### config.mk
export PLATFORM = sky130hd
export DESIGN_NAME = mem_port_arbiter_flat
export DESIGN_NICKNAME = d
export VERILOG_FILES = /design/src/rtl/mem_port_arbiter_if.sv /design/src/rtl/mem_port_arbiter.sv /design/src/flat_wrapper.sv
export SDC_FILE = /design/constraint.sdc
export NUM_CORES = 1
export LEC_CHECK = 0
export ABC_AREA = 1
export CAP_MARGIN = 25
export CORE_MARGIN = 3
export CORE_UTILIZATION = 37
export DETAILED_ROUTE_END_ITERATION = 12
export GPL_TIMING_DRIVEN = 1
export HOLD_SLACK_MARGIN = 0.08
export PLACE_DENSITY_LB_ADDON = 0.3
export SKIP_LAST_GASP = 1
export SLEW_MARGIN = 15
export SYNTH_ARGS = -nofsm -noshare
export SYNTH_HDL_FRONTEND = slang
export SYNTH_SLANG_ARGS = --single-unit
### constraint.sdc
create_clock -name clk -period 1.2 [get_ports clk]
set_clock_uncertainty 0.05 [all_clocks]
set_input_delay 0.18 -clock clk [delete_from_list [all_inputs] [get_ports clk]]
set_output_delay 0.18 -clock clk [all_outputs]
set_load 0.05 [all_outputs]
### src/rtl/mem_port_arbiter_if.sv
// Bus bundle between the fetch/load-store requesters, the arbiter and a single-port RAM.
// The arbiter uses the slave modport; requesters and the RAM drive the master side.
interface mem_port_arbiter_if;
  logic        if_req;
  logic [15:0] if_addr;
  logic        if_gnt;
  logic        if_rvalid;
  logic [15:0] if_rdata;
  logic        ls_req;
  logic        ls_we;
  logic [15:0] ls_addr;
  logic [15:0] ls_wdata;
  logic        ls_gnt;
  logic        ls_rvalid;
  logic [15:0] ls_rdata;
  logic [15:0] mem_addr;
  logic        mem_we;
  logic [15:0] mem_wdata;
  logic [15:0] mem_rdata;
  logic        busy;

  modport slave (
    input  if_req, if_addr, ls_req, ls_we, ls_addr, ls_wdata, mem_rdata,
    output if_gnt, if_rvalid, if_rdata, ls_gnt, ls_rvalid, ls_rdata,
           mem_addr, mem_we, mem_wdata, busy
  );

  modport master (
    output if_req, if_addr, ls_req, ls_we, ls_addr, ls_wdata, mem_rdata,
    input  if_gnt, if_rvalid, if_rdata, ls_gnt, ls_rvalid, ls_rdata,
           mem_addr, mem_we, mem_wdata, busy
  );
endinterface

### src/rtl/mem_port_arbiter.sv
// Two-port (fetch, load/store) arbiter onto a single-port RAM, one transaction at a time.
// Define MEM_ARB_RR_EN for round-robin on simultaneous requests; default is ls-over-if priority.
module mem_port_arbiter (
  input  logic               clk,
  input  logic               reset,
  mem_port_arbiter_if.slave  bus
);
  typedef enum logic [1:0] {IDLE, ACCESS, RDATA, RESP} state_t;

  state_t      state_q, state_d;
  logic        win_ls_q, win_ls_d;
  logic [15:0] mem_addr_q, mem_addr_d;
  logic [15:0] mem_wdata_q, mem_wdata_d;
  logic        mem_we_q, mem_we_d;
  logic [15:0] if_rdata_q, if_rdata_d;
  logic [15:0] ls_rdata_q, ls_rdata_d;
  logic        pick_ls;

`ifdef MEM_ARB_RR_EN
  // last_ls_q = 1 means ls won the previous grant, so a tie goes to fetch
  logic last_ls_q, last_ls_d;
  assign pick_ls = bus.ls_req & (~bus.if_req | ~last_ls_q);
`else
  assign pick_ls = bus.ls_req;
`endif

  always_comb begin
    state_d     = state_q;
    win_ls_d    = win_ls_q;
    mem_addr_d  = mem_addr_q;
    mem_wdata_d = mem_wdata_q;
    mem_we_d    = 1'b0;
    if_rdata_d  = if_rdata_q;
    ls_rdata_d  = ls_rdata_q;
`ifdef MEM_ARB_RR_EN
    last_ls_d   = last_ls_q;
`endif
    unique case (state_q)
      IDLE: begin
        if (bus.if_req || bus.ls_req) begin
          state_d    = ACCESS;
          win_ls_d   = pick_ls;
          mem_addr_d = pick_ls ? bus.ls_addr : bus.if_addr;
          mem_we_d   = pick_ls & bus.ls_we;
          if (pick_ls) mem_wdata_d = bus.ls_wdata;
`ifdef MEM_ARB_RR_EN
          last_ls_d  = pick_ls;
`endif
        end
      end
      // mem_we_q marks a store; it needs no read phase
      ACCESS: state_d = mem_we_q ? IDLE : RDATA;
      RDATA: begin
        state_d = RESP;
        if (win_ls_q) ls_rdata_d = bus.mem_rdata;
        else          if_rdata_d = bus.mem_rdata;
      end
      RESP:    state_d = IDLE;
      default: state_d = IDLE;
    endcase
  end

  always_ff @(posedge clk) begin
    if (reset) begin
      state_q     <= IDLE;
      win_ls_q    <= 1'b0;
      mem_addr_q  <= '0;
      mem_wdata_q <= '0;
      mem_we_q    <= 1'b0;
      if_rdata_q  <= '0;
      ls_rdata_q  <= '0;
`ifdef MEM_ARB_RR_EN
      last_ls_q   <= 1'b0;
`endif
    end else begin
      state_q     <= state_d;
      win_ls_q    <= win_ls_d;
      mem_addr_q  <= mem_addr_d;
      mem_wdata_q <= mem_wdata_d;
      mem_we_q    <= mem_we_d;
      if_rdata_q  <= if_rdata_d;
      ls_rdata_q  <= ls_rdata_d;
`ifdef MEM_ARB_RR_EN
      last_ls_q   <= last_ls_d;
`endif
    end
  end

  assign bus.if_gnt    = (state_q == ACCESS) & ~win_ls_q;
  assign bus.ls_gnt    = (state_q == ACCESS) &  win_ls_q;
  assign bus.if_rvalid = (state_q == RESP)   & ~win_ls_q;
  assign bus.ls_rvalid = (state_q == RESP)   &  win_ls_q;
  assign bus.if_rdata  = if_rdata_q;
  assign bus.ls_rdata  = ls_rdata_q;
  assign bus.mem_addr  = mem_addr_q;
  assign bus.mem_wdata = mem_wdata_q;
  assign bus.mem_we    = mem_we_q;
  assign bus.busy      = (state_q != IDLE);
endmodule

### src/flat_wrapper.sv
// flat-port wrapper written by rule: the top's interface ports become plain ports
module mem_port_arbiter_flat 
  (clk, reset, bus_if_req, bus_if_addr, bus_ls_req, bus_ls_we, bus_ls_addr, bus_ls_wdata, bus_mem_rdata, bus_if_gnt, bus_if_rvalid, bus_if_rdata, bus_ls_gnt, bus_ls_rvalid, bus_ls_rdata, bus_mem_addr, bus_mem_we, bus_mem_wdata, bus_busy);
  mem_port_arbiter_if bus_i ();
  input  logic clk;
  input  logic reset;
  input wire logic [$bits(bus_i.if_req)-1:0] bus_if_req;
  input wire logic [$bits(bus_i.if_addr)-1:0] bus_if_addr;
  input wire logic [$bits(bus_i.ls_req)-1:0] bus_ls_req;
  input wire logic [$bits(bus_i.ls_we)-1:0] bus_ls_we;
  input wire logic [$bits(bus_i.ls_addr)-1:0] bus_ls_addr;
  input wire logic [$bits(bus_i.ls_wdata)-1:0] bus_ls_wdata;
  input wire logic [$bits(bus_i.mem_rdata)-1:0] bus_mem_rdata;
  output wire logic [$bits(bus_i.if_gnt)-1:0] bus_if_gnt;
  output wire logic [$bits(bus_i.if_rvalid)-1:0] bus_if_rvalid;
  output wire logic [$bits(bus_i.if_rdata)-1:0] bus_if_rdata;
  output wire logic [$bits(bus_i.ls_gnt)-1:0] bus_ls_gnt;
  output wire logic [$bits(bus_i.ls_rvalid)-1:0] bus_ls_rvalid;
  output wire logic [$bits(bus_i.ls_rdata)-1:0] bus_ls_rdata;
  output wire logic [$bits(bus_i.mem_addr)-1:0] bus_mem_addr;
  output wire logic [$bits(bus_i.mem_we)-1:0] bus_mem_we;
  output wire logic [$bits(bus_i.mem_wdata)-1:0] bus_mem_wdata;
  output wire logic [$bits(bus_i.busy)-1:0] bus_busy;
  assign bus_i.if_req = bus_if_req;
  assign bus_i.if_addr = bus_if_addr;
  assign bus_i.ls_req = bus_ls_req;
  assign bus_i.ls_we = bus_ls_we;
  assign bus_i.ls_addr = bus_ls_addr;
  assign bus_i.ls_wdata = bus_ls_wdata;
  assign bus_i.mem_rdata = bus_mem_rdata;
  assign bus_if_gnt = bus_i.if_gnt;
  assign bus_if_rvalid = bus_i.if_rvalid;
  assign bus_if_rdata = bus_i.if_rdata;
  assign bus_ls_gnt = bus_i.ls_gnt;
  assign bus_ls_rvalid = bus_i.ls_rvalid;
  assign bus_ls_rdata = bus_i.ls_rdata;
  assign bus_mem_addr = bus_i.mem_addr;
  assign bus_mem_we = bus_i.mem_we;
  assign bus_mem_wdata = bus_i.mem_wdata;
  assign bus_busy = bus_i.busy;
  mem_port_arbiter u_core (.clk(clk), .reset(reset), .bus(bus_i));
endmodule
==> After elaboration in Yosys (flattened, before gate mapping) <==
Index checks and enable logic that the tools add are counted.
{ "word_totals": {"reg_bits": 68, "inputBits": 69, "output_inout_bits": 70, "elab_cells": 31} }
{ "op_classes": {"n_eq_ne": 4, "mux": 4, "bitwise_logic": 8, "n_reduce_logical": 8} }
{ "op_table": {"columns": ["cell", "count"], "rows": [
  ["$mux W16", 1],
  ["$pmux W2 S4", 1],
  ["$reduce_and A2 Y1", 3],
  ["$and A1 B1 Y1", 5],
  ["$eq A2 B2 Y1 const B", 2],
  ["$mux W2", 2],
  ["$not A1 Y1", 3],
  ["$reduce_and A3 Y1", 1],
  ["$reduce_or A3 Y1", 1],
  ["$eq A2 B1 Y1 const B", 1],
  ["$logic_not A2 Y1", 1],
  ["$ne A2 B1 Y1 const B", 1],
  ["$reduce_bool A2 Y1", 1],
  ["$logic_or A1 B1 Y1", 1]
]} }

==> Longest topological paths before layout <==
{ "logic_depth": {"ltp_word": 3, "ltp_mapped": 8, "ltp_nobuf": 6} }

==> Least setup slack after synthesis <==
No wires, ideal clock.
{ "synth_timing": {"path_type": "register to output", "startpoint": "register u_core.win_ls_q", "endpoint": "output bus_if_rvalid", "t_arrival_ps": 1759, "required_time_ps": 970, "path_slack_ps": -789, "stages_incl_launch_ff": 4, "path_buffers": 2, "path_cell_list": "dfxtp_1 > buf_2 > buf_2 > nor3_1"} }
{ "synth_via": {"elab_chain_len": 2} }
{ "synth_rtl": {"columns": ["element", "line", "text"], "rows": [
  ["start: declaration", "mem_port_arbiter.sv:11", "logic win_ls_q, win_ls_d;"],
  ["start signal: assignment", "mem_port_arbiter.sv:77", "win_ls_q <= win_ls_d;"],
  ["$not A1 Y1 (no source line)", null, null],
  ["$and A1 B1 Y1", "mem_port_arbiter.sv:91", "assign bus.if_rvalid = (state_q == RESP) & ~win_ls_q;"],
  ["end: declaration", "flat_wrapper.sv:15", "output wire logic [$bits(bus_i.if_rvalid)-1:0] bus_if_rvalid;"]
]} }
Every way passes these cells.

==> summary.txt <==
Clock tree
  – TritonCTS Sinks: just under 70
  – CTS Buf Count: 9
  – Clock Latency Late Sink: around 350 ps
  – CTS tree: yes
  – CTS Buffer Depth: 2
  – Clock-pin slew on the worst setup and hold paths: about 80 ps
  – H-tree depth: 3
  – Clk root buf: clkbuf_8

Logic synthesis
  – Netlist cell types: 21
  – Synth Area in Compound Gates: 0.0617
  – Mean post-synth cell area: a little under 7 um^2
  – Largest area contributor in the netlist: dfxtp_1
  – Synth Instances: around 420
  – Largest family of logic cells by synthesized area: simple AND/OR/NAND/NOR gates
  – Area share of fa/ha/maj cells after synthesis: 0
  – Synth area leaders: dfxtp_1 (47%), nand2_1 (19%), nor2_1 (9.0%), a21oi_1 (5.7%), nand3_1 (4.9%)
  – #FFs+latches synth: between 60 and 70
  – Fraction of synthesized area in multiplexers: 0
  – Post-synthesis xor/xnor area fraction: 0
  – Post-Synthesis Cell Area: roughly 0.0029 mm^2
  – Seq/Total Area, Yosys: 0.473
  – Yosys top cell area share: 0.473
  – Ys Warns: 0
  – Post-synthesis simple-gate area fraction: 0.367
  – Syn nets: about 490

Final layout
  – Most frequent cells in the layout: nand2_1 (91), buf_12 (84), clkdlybuf4s50_1 (68)
  – Most common cell after layout, fill and taps aside: nand2_1
  – Synth-to-layout area growth: 123%
  – Final cell count without fillers: ~700
  – Design area: approximately 0.0064 mm^2
  – Final nets: ~660
  – Filler cell count in the final layout: roughly 330
  – # diodes: 0
  – Share of layout cells above drive strength 1: 0.424

Die
  – Die Span Y: around 94 um
  – Die width: 94.2 um
  – Io pins: 139
  – Die area: ~0.009 mm^2
  – Num rows: 31
  – Initial core utilization: 0.388
  – Core ar.: 0.00741 mm^2

Critical path
  – Crit path max-delay family: buffers and inverters
  – Req. time, crit path: between 1000 and 1500 ps
  – CP Buf/Inv Count: 4
  – Type of the worst setup path: reg -> reg
  – CP cell instances: buf_12 -> nor2_8 -> buf_8 -> buf_12 -> nand2_8 -> buf_16 -> nand2_4 -> nand2_2 -> nor2_1
  – Crit path arrival time: about 1800 ps
  – Most common cell on crit path: buf_12
  – Max stage delay on crit path: 360 ps
  – Crit end category: flop
  – Crit path max fanout: 8
  – Startpoint class of the critical path: flop
  – CP max stage cell: dfxtp_4

Timing
  – Fin crit share: 1.28
  – Worst slew pin tran: around 400 ps
  – Setup violators final: 70
  – Endpoints failing hold: 0
  – Max-slew violation count: 0
  – Setup WS post-layout: -331 ps
  – RSZ-0062 raised after global routing: true
  – Slew HR: 0.732
  – Period minus WS final: between 1500 and 2000 ps
  – Hold Slack: around 380 ps
  – Max Freq: around 0.65 GHz

Place
  – Port bufs: between 100 and 150
  – Placed wire-length estimate: roughly 7 mm
  – GPL Wtd Cong: around 0.78
  – Pre-CTS setup slack: -298 ps
  – Placed insts: roughly 660
  – Area post-placement: about 0.0052 mm^2

Detailed routing
  – DR WL/cell: a little under 20 um
  – Vias per inst: 5.30
  – Antenna violation net count after detailed routing: 0
  – First-iteration detailed-routing DRC count: between 150 and 200
  – DRC: 0
  – Total wire length: 13.5 mm
  – First-pass DRT Iterations: 4
  – DR vias: about 3700

GRT
  – Largest net degree at the start of global routing: 35
  – Gr ovfl total: 0
  – First-pass GRT wire length: approximately 17 mm
  – GRT busiest layer: met2
  – Met3 Usage GRT: 0.0569
  – Vias in the first global route: approximately 3400
  – M1 GR Usage: 0.258
  – Overall routing resource usage: 0.241
  – M2 GR Usage: 0.455
  – Initial antenna violation count: 0

Outcome
  – Status: complete, but fails checks
  – Failing checks: negative setup slack

Run
  – Max-cap violations: 0

Power and ir drop
  – Power density over the cells: 1210 mW/mm^2
  – Pleak: 2.68 nW
  – Max rail drop VDD: between 800 and 900 uV

Worst hold path
  – Worst hold path type: in -> reg
==> registers in the layout, indices dropped and copies added, names as in the netlist, named ones only <==
register	count
u_core.bus.mem_wdata	16
u_core.win_ls_q	1
u_core.bus.ls_rdata	16
u_core.bus.mem_we	1
u_core.bus.mem_addr	16
u_core.state_q	1
u_core.bus.if_rdata	16
==> power breakdown <==
part / leakage (nW) / internal, mW / switching, mW
registers: 0.558 / 2.42 / 0.211
clock network: 0.102 / 1.07 / 0.918
logic: 2.02 / 1.51 / 1.63
==> synthesized netlist by cell type (all sizes together) <==
master,instances
o21a,1
dfxtp,68
nand3,30
inv,38
a21oi,33
buf,17
nor3,2
nor2,71
o21ai,1
clkinv,1
nand2,150
nand4,4
clkbuf,8
==> logic make-up (layout without fill, tap and decap cells) <==
logic type / Yosys count / after routing
AOI/OAI and AO/OA: 35 / 35
and+or+nand+nor: 257 / 261
DFF: 68 / 68
buffers and inverters: 64 / 231
==> path summary, 6_finish.rpt <==
path                                        startpoint                       end  slack [ps]  depth (start not counted)
worst max-delay path                              flop   u_core.bus.mem_addr[14]        -330                          9
worst min-delay path                  bus_ls_wdata[10]  u_core.bus.mem_wdata[10]         380                          3
worst max register to register                    flop   u_core.bus.mem_addr[14]        -330                          9
worst min register to register  u_core.bus.ls_rdata[3]    u_core.bus.ls_rdata[3]         460                          2
==> layout make-up <==
| cell class | count | area [um^2] | share of cell area |
|---|---|---|---|
| Clock buffer | 12 | 155 | 0.0241 |
| Timing Repair Buffer | 176 | 2700 | 0.420 |
| Tap cell | 99 | 124 | 0.0193 |
| Sequential cell | 68 | 1370 | 0.213 |
| Clock inverter | 4 | 47.5 | 0.00739 |
| Multi-Input combinational cell | 296 | 1880 | 0.292 |
| Inverter | 39 | 156 | 0.0243 |
==> timing repair <==
action / 4_1_cts / 5_1_grt
endpoints found under the setup margin: 67 / 73
pin swaps: 13 / 42
hold buffers: 0 / 0
gates resized for setup: 53 / 128
buffers inserted: 9 / 6
cloned: 7 / 2
==> worst reg2reg max path: stages (launching register included) <==
cell	delay, ps
dfxtp_4	360
buf_12	130
nor2_8	130
buf_8	120
buf_12	100
nand2_8	100
buf_16	200
nand2_4	70
nand2_2	50
nor2_1	160
==> per-stage QoR <==
stage | utilization | TNS, ps | total power, mW
5_1_grt | 0.868 | -16320 | 8.00
4_1_cts | 0.792 | -8880 | 7.19
6_report | 0.868 | -12990 | 7.76
2_1_floorplan | - | -271 | 3.70
3_5_place_dp | 0.702 | -10430 | 4.87
3_3_place_gp | 0.702 | -9060 | 4.82
==> layer usage <==
metal,part of all wire,routed length (um)
met1,0.35,4790
met2,0.53,7140
met3,0.078,1050
met4,0.039,522
met5,0,0
(Power assumes the default switching activity.)
